--- src/rtl/comparator_serial_nbit.sv ---
// Serial N-bit magnitude comparator: one DIGIT-bit slice per clock,
// MSB slice first, early exit on the first differing slice.
module comparator_serial_nbit #(
    parameter int WIDTH = 8,
    parameter int DIGIT = 1
) (
    input  logic             clk,
    input  logic             rst_n,
    input  logic             start,
    input  logic             signed_mode,
    input  logic [WIDTH-1:0] a,
    input  logic [WIDTH-1:0] b,
    output logic             busy,
    output logic             done,
    output logic             gt,
    output logic             eq,
    output logic             lt
);

    localparam int NSLICE = WIDTH / DIGIT;
    localparam int IW     = (NSLICE > 1) ? $clog2(NSLICE) : 1;
    localparam logic [IW-1:0]    LAST = IW'(NSLICE - 1);
    localparam logic [WIDTH-1:0] MSB  = {1'b1, {(WIDTH-1){1'b0}}};

    typedef enum logic [1:0] {IDLE, COMPARE, DONE} state_t;

    state_t           r_state;
    state_t           w_state_n;
    logic             r_arm;
    logic [WIDTH-1:0] r_a;
    logic [WIDTH-1:0] r_b;
    logic [IW-1:0]    r_idx;
    logic [2:0]       r_flags;
    logic             r_busy;
    logic             r_done;

    logic [DIGIT-1:0] w_sa;
    logic [DIGIT-1:0] w_sb;
    logic             w_differ;
    logic             w_decide;
    logic             w_cmp;

    // Operands shift left each cycle, so the live slice is always on top.
    assign w_sa     = r_a[WIDTH-1 -: DIGIT];
    assign w_sb     = r_b[WIDTH-1 -: DIGIT];
    assign w_differ = (w_sa != w_sb);
    assign w_cmp    = (r_state == COMPARE);
    assign w_decide = w_cmp && !r_arm && (w_differ || (r_idx == LAST));

    always_comb begin
        w_state_n = r_state;
        case (r_state)
            IDLE, DONE: w_state_n = start ? COMPARE : IDLE;
            COMPARE:    if (w_decide) w_state_n = DONE;
            default:    w_state_n = IDLE;
        endcase
    end

    always_ff @(posedge clk or negedge rst_n) begin
        if (!rst_n) begin
            r_state <= IDLE;
            r_arm   <= 1'b0;
            r_a     <= '0;
            r_b     <= '0;
            r_idx   <= '0;
            r_flags <= 3'b000;
            r_busy  <= 1'b0;
            r_done  <= 1'b0;
        end else begin
            r_state <= w_state_n;
            r_busy  <= w_cmp && !w_decide;
            r_done  <= w_decide;
            if (!w_cmp) begin
                if (start) begin
                    // MSB flip maps two's-complement order onto unsigned order.
                    r_a     <= a ^ (signed_mode ? MSB : '0);
                    r_b     <= b ^ (signed_mode ? MSB : '0);
                    r_idx   <= '0;
                    r_flags <= 3'b000;
                    r_arm   <= 1'b1;
                end
            end else if (r_arm) begin
                r_arm <= 1'b0;
            end else if (w_decide) begin
                if (w_differ)
                    r_flags <= (w_sa > w_sb) ? 3'b100 : 3'b001;
                else
                    r_flags <= 3'b010;
            end else begin
                r_a   <= r_a << DIGIT;
                r_b   <= r_b << DIGIT;
                r_idx <= r_idx + 1'b1;
            end
        end
    end

    assign busy = r_busy;
    assign done = r_done;
    assign gt   = r_flags[2];
    assign eq   = r_flags[1];
    assign lt   = r_flags[0];

endmodule

--- config.mk ---
export PLATFORM = sky130hd
export DESIGN_NAME = comparator_serial_nbit
export DESIGN_NICKNAME = d
export VERILOG_FILES = /design/src/rtl/comparator_serial_nbit.sv
export SDC_FILE = /design/constraint.sdc
export NUM_CORES = 1
export LEC_CHECK = 0
export BUFFER_PORTS_ARGS = -buffer_cell sky130_fd_sc_hd__clkbuf_2
export CAP_MARGIN = 20
export CORE_ASPECT_RATIO = 1.75
export CORE_MARGIN = 3
export CORE_UTILIZATION = 40
export CTS_BUF_LIST = sky130_fd_sc_hd__clkbuf_8
export DETAILED_ROUTE_END_ITERATION = 10
export REMOVE_ABC_BUFFERS = 1
export SYNTH_ARGS = -nofsm -noshare
export SYNTH_HDL_FRONTEND = slang
export SYNTH_SLANG_ARGS = --single-unit
--- constraint.sdc ---
create_clock -name clk -period 2.2 [get_ports clk]
set_clock_uncertainty 0.05 [all_clocks]
set_input_delay 0.11 -clock clk [delete_from_list [all_inputs] [get_ports clk]]
set_output_delay 0.11 -clock clk [all_outputs]
set_load 0.02 [all_outputs]
==> impl_metrics.yaml, run 1 <==
cts:
  worst_skew_pair.late_latency_ps: 260
  cts_h_tree_depth: 1
  cts.reportedPaths.clkPinSlew_ps: 80
  cts_max_path_buffers: 2
  clock-sinks: 27
  cts_buffers: 3
  post-cts-setup-buffer-count: 0
  tritoncts_clock_tree: "done"
  cts_repair_resize_count: 0
  ctsRootBufferMaster: "clkbuf_8"
setup_path:
  timing.critical_path.arrival_ps: 2110
  critPathLaunchType: "register"
  criticalPathCategory: "reg -> reg"
  crit_required_ps: 2310
  critical_path_peak_fanout: 9
  endpoint_kind: "register"
timing:
  fin_crit_sh_pct: 91.0
  timing.final.hold_violations: 0
  timing.final.crit_period_ps: 2000
  slew_viol_final: 0
  timing.max_slew.rel_slack_pct: 56.4
  max_clock_freq_mhz: 499
  final.hold.worst_slack_ps: 74.7
  worst-slew-pin-transition_ps: 654
  fin_setup_tns_ps: 0
  setup-violations-final: 0
  grt_setup_unrepaired: "no"
synthesis:
  post_synth_inst_count: 104
  synth.yosys.seq_area_share_pct: 53.8
  synthesis.area_um2: 1260
  synth_ff_type: "dfrtp_1"
  asyncSetResetFlopFracSynth_pct: 100
  synth_cell_types: 27
  ys.warnings.count: 0
  ys_ff_latch: 27
  avgSynthCellArea_um2: 12.1
  synth_enable_flop_cells: 0
routing:
  vias_per_cell: 5.29
  first_pass_iters: 4
  detailroute.via_count: 904
  remaining_drc_errors: 0
  drt-initial-drc-count: 24
  route.antenna.remaining_nets: 0
  wire_per_inst_um: 14.6
  drt_wl_total_um: 2500
global_route:
  grt_util_met1_pct: 16.8
  grt_start_max_net_pins: 28
  tot_gr_track_use_pct: 14.0
  grt_util_met3_pct: 2.60
  globalRoute.busiestLayer: "met2"
  antenna_found_initial: 0
  vias_in_the_first_global_route: 906
  grt_pass1_wl_um: 4180
  globalRouteMet2Util_pct: 24.0
  overall_overflow_remaining_after_global_route: 0
pwr:
  finalPower_mw: 2.09
  vdd.ir_drop.worst_mv: 0.804
  leakagePower_nw: 0.654
  power-per-cell-area_nw_per_um2: 1440
floorplan:
  num_io_pins: 25
  floorplan.die.width_um: 48.4
  fp.coreArea_um2: 2960
  fp.dieArea_um2: 3880
  dieHeight_um: 80.1
  start_util_pct: 42.4
  num_rows: 26
status:
  status: "finished clean"
finish:
  final_util_pct: 49.0
  final_layout_size_suffix_gt1_share_pct: 32.6
  area_growth_syn_to_layout_pct: 15.4
  finish.net_count: 154
  antenna_cells: 0
placement:
  globalplace.congestion: 0.768
  hpwl_um: 1840
  port_buffers: 24
hold_path:
  min-delay-path-class: "in -> reg"
flow_run:
  max_cap_viol_count: 0
## routing by layer
layer / wire length (um) / up-vias
met2: 1290 / 17
met1: 1080 / 435
met4: 50 / 0
met5: 0 / -
li1: - / 447
met3: 77 / 5
## final cells by class
| class | instances | area (um^2) |
|---|---|---|
| Tap cell | 42 | 52.6 |
| Clock inverter | 1 | 3.75 |
| Sequential cell | 27 | 676 |
| Inverter | 5 | 18.8 |
| Multi-Input combinational cell | 67 | 520 |
| Fill cell | 284 | 1510 |
| Timing Repair Buffer | 26 | 138 |
| Clock buffer | 3 | 41.3 |
## placed cells by master, fill, tap and decap left out
master         count
dlygate4sd3_1      1
mux2i_1            1
nor2_2             1
o221a_2           10
o22ai_4            1
xnor2_1            2
and3_1             2
o221ai_1           2
o22ai_1            1
o21ai_0            3
nor3b_1            1
and2b_1            1
dfrtp_1           27
nand2_1            2
inv_1              6
o21ai_1            5
a31o_2             2
or3b_1             1
nor2b_1            1
clkbuf_8           3
or3_1             12
nand2b_1           2
ha_1               4
buf_4              1
nor2_1             4
clkbuf_2          24
nand3_1            5
o221a_1            4
## worst max-delay path, cell delays in order, from the launching register on
cell,delay (ps)
dfrtp_1,410
ha_1,220
ha_1,210
nand2b_1,300
buf_4,240
or3_1,350
o221a_2,130
## cell families (layout without fill, tap and decap cells)
kind of cell / after synthesis / count (layout) / synth area share, %
AO/OA/AOI/OAI: 28 / 28 / 20.6
AND/OR/NAND/NOR: 32 / 32 / 14.6
buffers and inverters: 10 / 35 / 4.78
multiplexers: 1 / 1 / 0.797
adder cells (fa/ha/maj): 4 / 4 / 3.98
flip-flops: 27 / 27 / 53.8
XOR/XNOR: 2 / 2 / 1.39
## cell usage after synthesis (all sizes together) (4+ instances only)
master	count	area share [%]
buf	4	3.0
dfrtp	27	54
nor2	5	1.7
o221a	14	13
ha	4	4.0
nand3	5	2.0
o21ai	8	3.2
inv	5	1.5
or3	12	6.0
## final timing paths
check / startpoint / endpoint / slack, ps / depth (start not counted)
hold reg to reg: r_idx[0]$_DFFE_PN0P_ / r_idx[0]$_DFFE_PN0P_ / 460 / 1
setup reg to reg: r_idx[0]$_DFFE_PN0P_ / r_b[6]$_DFFE_PN0P_ / 200 / 6
setup / recovery: r_idx[0]$_DFFE_PN0P_ / r_b[6]$_DFFE_PN0P_ / 200 / 6
hold / removal: a[5] / r_a[5]$_DFFE_PN0P_ / 70 / 2
min in group asynchronous: rst_n / r_a[3]$_DFFE_PN0P_ / 350 / 2
max in group asynchronous: rst_n / r_a[6]$_DFFE_PN0P_ / 1330 / 2
## where the power goes
group / internal, mW / switching (mW)
combinational: 0.435 / 0.535
sequential: 0.726 / 0.135
clock: 0.125 / 0.138
total: 1.29 / 0.808
## flip-flops by register name (all words and copies together), names as in the netlist
register  cells
r_b           8
r_state       2
done          1
busy          1
r_a           8
r_flags       3
r_idx         3
r_arm         1
## stage by stage
step | instance area [um^2] | setup slack, ps | instances
6_report | 1450 | 198 | 171
5_1_grt | 1450 | 109 | 171
4_1_cts | 1450 | 193 | 171
3_5_place_dp | 1400 | 201 | 166
3_3_place_gp | 1400 | 282 | 166
2_1_floorplan | 1210 | 436 | 99
## what timing repair did
action                                 CTS  global route
hold buffers                             1             0
endpoints found under the hold margin   27             0
setup endpoints to repair                0             0
Note: power is estimated with default switching activity, not from simulation.
==> inputs of run 2 (changes only) <==
--- a/config.mk
+++ b/config.mk
@@ -8,7 +8,7 @@
 export BUFFER_PORTS_ARGS = -buffer_cell sky130_fd_sc_hd__clkbuf_2
 export CAP_MARGIN = 20
 export CORE_ASPECT_RATIO = 1.75
-export CORE_MARGIN = 3
+export CORE_MARGIN = 2
 export CORE_UTILIZATION = 40
 export CTS_BUF_LIST = sky130_fd_sc_hd__clkbuf_8
 export DETAILED_ROUTE_END_ITERATION = 10
==> run 2 against run 1 <==
Register-to-register slack hardly changed. Sequential power barely moved. Worst hold slack got worse by 18 ps. Combinational power decreased by 4.2%. Non-clock buffer count is 1 lower. Clock-buffer cell count unchanged. Cell area fell by 0.43%. Critical endpoint unchanged.
==> impl_metrics.yaml, run 2 (same netlist as run 1, synthesis figures left out) <==
setup_path:
  timing.critical_path.arrival_ps: 2180
  crit_required_ps: 2360
  critPathLaunchType: "register"
  worstSetupStartpoint: "r_idx[0]$_DFFE_PN0P_"
  critical_path_peak_fanout: 17
  endpoint_kind: "register"
  rr_startpoint: "r_idx[0]$_DFFE_PN0P_"
  criticalPathCategory: "reg -> reg"
placement:
  hpwl_um: 1790
  port_buffers: 24
  globalplace.congestion: 0.819
global_route:
  vias_in_the_first_global_route: 922
  tot_gr_track_use_pct: 15.3
  grt_start_max_net_pins: 28
  grt_pass1_wl_um: 4100
  antenna_found_initial: 0
  overall_overflow_remaining_after_global_route: 0
timing:
  timing.final.hold_violations: 0
  setup-violations-final: 0
  timing.max_slew.rel_slack_pct: 56.6
  grt_setup_unrepaired: "no"
  fin_setup_tns_ps: 0
  max_clock_freq_mhz: 496
  fin_crit_sh_pct: 91.6
  final.hold.worst_slack_ps: 57.0
  slew_viol_final: 0
  worst-slew-pin-transition_ps: 651
  timing.final.crit_period_ps: 2020
routing:
  drt-initial-drc-count: 26
  vias_per_cell: 5.42
  route.antenna.remaining_nets: 0
  first_pass_iters: 4
  wire_per_inst_um: 14.5
  remaining_drc_errors: 0
  drt_wl_total_um: 2460
  detailroute.via_count: 922
cts:
  cts_buffers: 3
  clock-sinks: 27
  cts_h_tree_depth: 1
  cts_max_path_buffers: 2
  cts_repair_resize_count: 0
  cts.reportedPaths.clkPinSlew_ps: 90
  ctsRootBufferMaster: "clkbuf_8"
  worst_skew_pair.late_latency_ps: 270
  tritoncts_clock_tree: "done"
pwr:
  vdd.ir_drop.worst_mv: 0.834
  finalPower_mw: 2.07
  leakagePower_nw: 0.648
  power-per-cell-area_nw_per_um2: 1430
hold_path:
  min-delay-path-class: "in -> reg"
  hp-start: "a[5]"
finish:
  most_common_library_cell_in_the_layout_ignoring_fill_and_taps: "dfrtp_1"
  biggestRegsByFlops: "r_a: 8 flops, r_b: 8 flops"
  antenna_cells: 0
  final_layout_size_suffix_gt1_share_pct: 32.8
  finish.net_count: 153
  area_growth_syn_to_layout_pct: 14.9
  final_cell_mix: "27 x dfrtp_1, 24 x clkbuf_2, 12 x or3_1"
floorplan:
  dieHeight_um: 78.1
  fp.dieArea_um2: 3620
  start_util_pct: 42.4
  num_io_pins: 25
  num_rows: 26
  fp.coreArea_um2: 2960
  floorplan.die.width_um: 46.4
status:
  status: "finished clean"
flow_run:
  max_cap_viol_count: 0
## run 2: final timing paths
kind,endpoint,slack (ps),cells after the start
min,r_a[5]$_DFFE_PN0P_,60,2
max reg2reg,r_b[6]$_DFFE_PN0P_,180,5
min reg2reg,r_idx[0]$_DFFE_PN0P_,440,1
min in group asynchronous,r_a[3]$_DFFE_PN0P_,330,2
max,r_b[6]$_DFFE_PN0P_,180,5
max in group asynchronous,r_idx[2]$_DFFE_PN0P_,1340,2
## run 2: timing repair
item                                   CTS  global route
setup buffers                            0             0
hold buffers                             1             0
endpoints found under the hold margin   27             0
## run 2: metrics by stage
step	utilization (%)	setup WS (ps)	std cells	instance area, um^2
floorplan	-	436	99	1210
global placement	46.9	226	165	1390
detailed placement	46.9	171	165	1390
CTS	48.8	168	170	1440
global route	48.8	25.1	170	1440
finish	48.8	184	170	1440
## run 2: critical path, stage by stage, from the launching register on
cell	delay, ps
dfrtp_1	400
ha_1	200
ha_1	200
nand2b_1	400
o22ai_4	440
o221a_2	270
## run 2: layout make-up
cell class,instances,area (um^2)
multi-input cells,67,520
well taps,42,52.6
repair buffers,25,130
inverters,5,18.8
clock inverters,1,5.00
flip-flops and latches,27,676
clock buffers,3,41.3
fillers,280,1520
## run 2: metal layers
| layer | part of all wire, % | GRT usage (%) |
|---|---|---|
| met5 | 0 | 0 |
| met3 | 4.5 | 2.30 |
| met4 | 2.2 | 7.71 |
| met2 | 51 | 25.3 |
| met1 | 42 | 18.0 |
## run 2: report_power, final
group | switching [mW] | internal, mW | total [mW] | leakage [nW]
Combinational | 0.519 | 0.410 | 0.929 | 0.298
Sequential | 0.133 | 0.726 | 0.859 | 0.325
Clock | 0.154 | 0.127 | 0.281 | 0.0255
Total | 0.807 | 1.26 | 2.07 | 0.648
==> inputs of run 3 (changes only) <==
--- a/config.mk
+++ b/config.mk
@@ -5,6 +5,7 @@
 export SDC_FILE = /design/constraint.sdc
 export NUM_CORES = 1
 export LEC_CHECK = 0
+export ABC_AREA = 1
 export BUFFER_PORTS_ARGS = -buffer_cell sky130_fd_sc_hd__clkbuf_2
 export CAP_MARGIN = 20
 export CORE_ASPECT_RATIO = 1.75
==> run 3 against run 2 <==
Cell area is 11% higher. Die area is 12% higher. Routed wire length increased by 11%. Critical path type unchanged. Largest power group unchanged. Highest routed layer unchanged.
==> impl_metrics.yaml, run 3 <==
global_route:
  grt_start_max_net_pins: 28
  tot_gr_track_use_pct: 15.1
  vias_in_the_first_global_route: 1159
  antenna_found_initial: 0
  grt_pass1_wl_um: 4920
  overall_overflow_remaining_after_global_route: 0
setup_path:
  timing.critical_path.cells: "ha_1 -> ha_1 -> nor2_4 -> nand3_2 -> nand2_2 -> nand2_1 -> nand2_1"
  timing.critical_path.arrival_ps: 2020
  critPathLaunchType: "register"
  cp_slowest_stage_delay_ps: 420
  worstSetupStartpoint: "r_idx[0]$_DFFE_PN0P_"
  rr_startpoint: "r_idx[0]$_DFFE_PN0P_"
  r2r_cells: 7
  critical_path_peak_fanout: 14
  crit_required_ps: 2370
  cp.buffers_inverters: 0
  setup.reg_to_reg.worst_slack_ps: 350
  cpLargestDelayFamily: "simple AND/OR/NAND/NOR gates"
  endpoint_kind: "register"
  cp_slowest_cell: "dfrtp_1"
  criticalPathCategory: "reg -> reg"
  reg2reg_to: "r_a[5]$_DFFE_PN0P_"
pwr:
  leakagePower_nw: 0.950
  power.share.combinational_pct: 49.3
  finalPower_mw: 2.21
  netSwitchingPower_mw: 1.01
  p_int_mw: 1.20
  power.sequential.fraction_pct: 37.9
  swShare_pct: 45.6
  power_frac_clock_pct: 12.9
  vdd.ir_drop.worst_mv: 0.628
  power-per-cell-area_nw_per_um2: 1380
finish:
  biggestRegsByFlops: "r_a: 8 flops, r_b: 8 flops"
  most_common_library_cell_in_the_layout_ignoring_fill_and_taps: "nand2_1"
  antenna_cells: 0
  final_cell_mix: "82 x nand2_1, 27 x dfrtp_1, 24 x clkbuf_2"
  final_util_pct: 47.2
  final_layout_size_suffix_gt1_share_pct: 21.5
  finish.net_count: 225
  stdcell_count: 245
  area_growth_syn_to_layout_pct: 12.7
synthesis:
  asyncSetResetFlopFracSynth_pct: 100
  synth_enable_flop_cells: 0
  area_fraction_of_the_dominant_cell_type_after_synthesis_pct: 47.5
  avgSynthCellArea_um2: 8.04
  ys.warnings.count: 0
  synth_common_cells: "82 x nand2_1, 27 x dfrtp_1, 23 x nand3_1"
  synth.yosys.seq_area_share_pct: 47.5
  synth_top_area_cell: "dfrtp_1"
  ys_ff_latch: 27
  yosys.cell_count.top_type: "nand2_1"
  synth_area_leaders: "dfrtp_1 47%, nand2_1 22%, nand3_1 8.1%"
  synth_cell_types: 18
  synth_ff_type: "dfrtp_1"
  post_synth_inst_count: 177
  synthesis.area_um2: 1420
floorplan:
  num_io_pins: 25
  floorplan.die.width_um: 49.1
  start_util_pct: 41.9
  dieHeight_um: 82.9
  fp.coreArea_um2: 3400
  num_rows: 28
  fp.dieArea_um2: 4070
routing:
  detailroute.via_count: 1152
  drt-initial-drc-count: 35
  remaining_drc_errors: 0
  first_pass_iters: 5
  route.antenna.remaining_nets: 0
  drt_wl_total_um: 2730
  wire_per_inst_um: 11.1
  vias_per_cell: 4.70
timing:
  timing.max_slew.rel_slack_pct: 54.2
  setup-violations-final: 0
  fin_setup_tns_ps: 0
  grt_setup_unrepaired: "no"
  timing.final.hold_violations: 0
  max_clock_freq_mhz: 542
  slew_viol_final: 0
  timing.final.crit_period_ps: 1850
  worst-slew-pin-transition_ps: 686
  fin_crit_sh_pct: 83.9
flow_run:
  max_cap_viol_count: 0
cts:
  cts_max_path_buffers: 2
  tritoncts_clock_tree: "done"
  cts_buffers: 3
  ctsRootBufferMaster: "clkbuf_8"
  cts_h_tree_depth: 1
  cts.reportedPaths.clkPinSlew_ps: 90
  worst_skew_pair.late_latency_ps: 270
  clock-sinks: 27
  post-cts-setup-buffer-count: 0
status:
  status: "finished clean"
hold_path:
  min_to: "r_b[0]$_DFFE_PN0P_"
  min-delay-path-class: "in -> reg"
  hp-start: "b[0]"
  hold_depth: 3
placement:
  place_inst: 240
  port_buffers: 24
  hpwl_um: 1960
  globalplace.congestion: 0.798
[run 3: area by class of cell]
cell class	count	area (um^2)
repair buffers	27	145
well taps	45	56.3
clock buffers	3	41.3
flip-flops and latches	27	676
fillers	355	1790
multi-input cells	128	629
inverters	14	52.6
clock inverters	1	5.00
[run 3: cells by family after synthesis]
family          count (synthesis)  synth area share, %
buf+inv                        22                 8.35
compound gates                  2                0.702
flops                          27                 47.5
fa+ha+maj                       4                 3.52
simple gates                  122                 40.0
[run 3: metrics by stage]
step	hold slack [ps]	setup WS, ps	cell area (um^2)
floorplan	-236	438	1360
global placement	128	443	1550
detailed placement	133	371	1550
CTS	19.9	342	1610
global route	24.2	161	1610
finish	23.5	354	1610
[run 3: worst max path at each step]
| stage | slack, ps | end | depth (start not counted) |
|---|---|---|---|
| 2_1_floorplan | 440 | r_a[1]$_DFFE_PN0P_ | 7 |
| 3_3_place_gp | 440 | r_b[2]$_DFFE_PN0P_ | 7 |
| 4_1_cts | 340 | r_a[5]$_DFFE_PN0P_ | 7 |
| 6_report | 350 | r_a[5]$_DFFE_PN0P_ | 7 |
| 3_5_place_dp | 370 | r_a[5]$_DFFE_PN0P_ | 7 |
| 5_1_grt | 160 | r_a[6]$_DFFE_PN0P_ | 7 |
[run 3: worst reg2reg max path: cells and delay by family (launching register included)]
kind                     cells  cell delay [ps]
AND/OR/NAND/NOR              5              870
adder cells (fa/ha/maj)      2              450
flip-flops                   1              420
[run 3: power groups by stage]
| stage | Sequential [mW] | Clock, mW | Combinational (mW) |
|---|---|---|---|
| after floorplan | 0.861 | 0 | 0.779 |
| after global placement | 0.843 | 0 | 1.08 |
| after detailed placement | 0.848 | 0 | 1.11 |
| after CTS | 0.840 | 0.293 | 1.11 |
| after global routing | 0.860 | 0.315 | 1.28 |
| final | 0.837 | 0.284 | 1.09 |
[run 3: metal layers]
metal	up-vias	GRT usage [%]	part of all wire (%)
li1	600	-	-
met3	4	1.80	2.5
met4	0	6.49	1.7
met1	527	17.4	41
met2	21	27.1	55
met5	-	0	0
[run 3: what timing repair did]
item,in CTS,in global routing
resized for setup,0,0
hold endpoints to repair,27,0
hold buffers,1,0
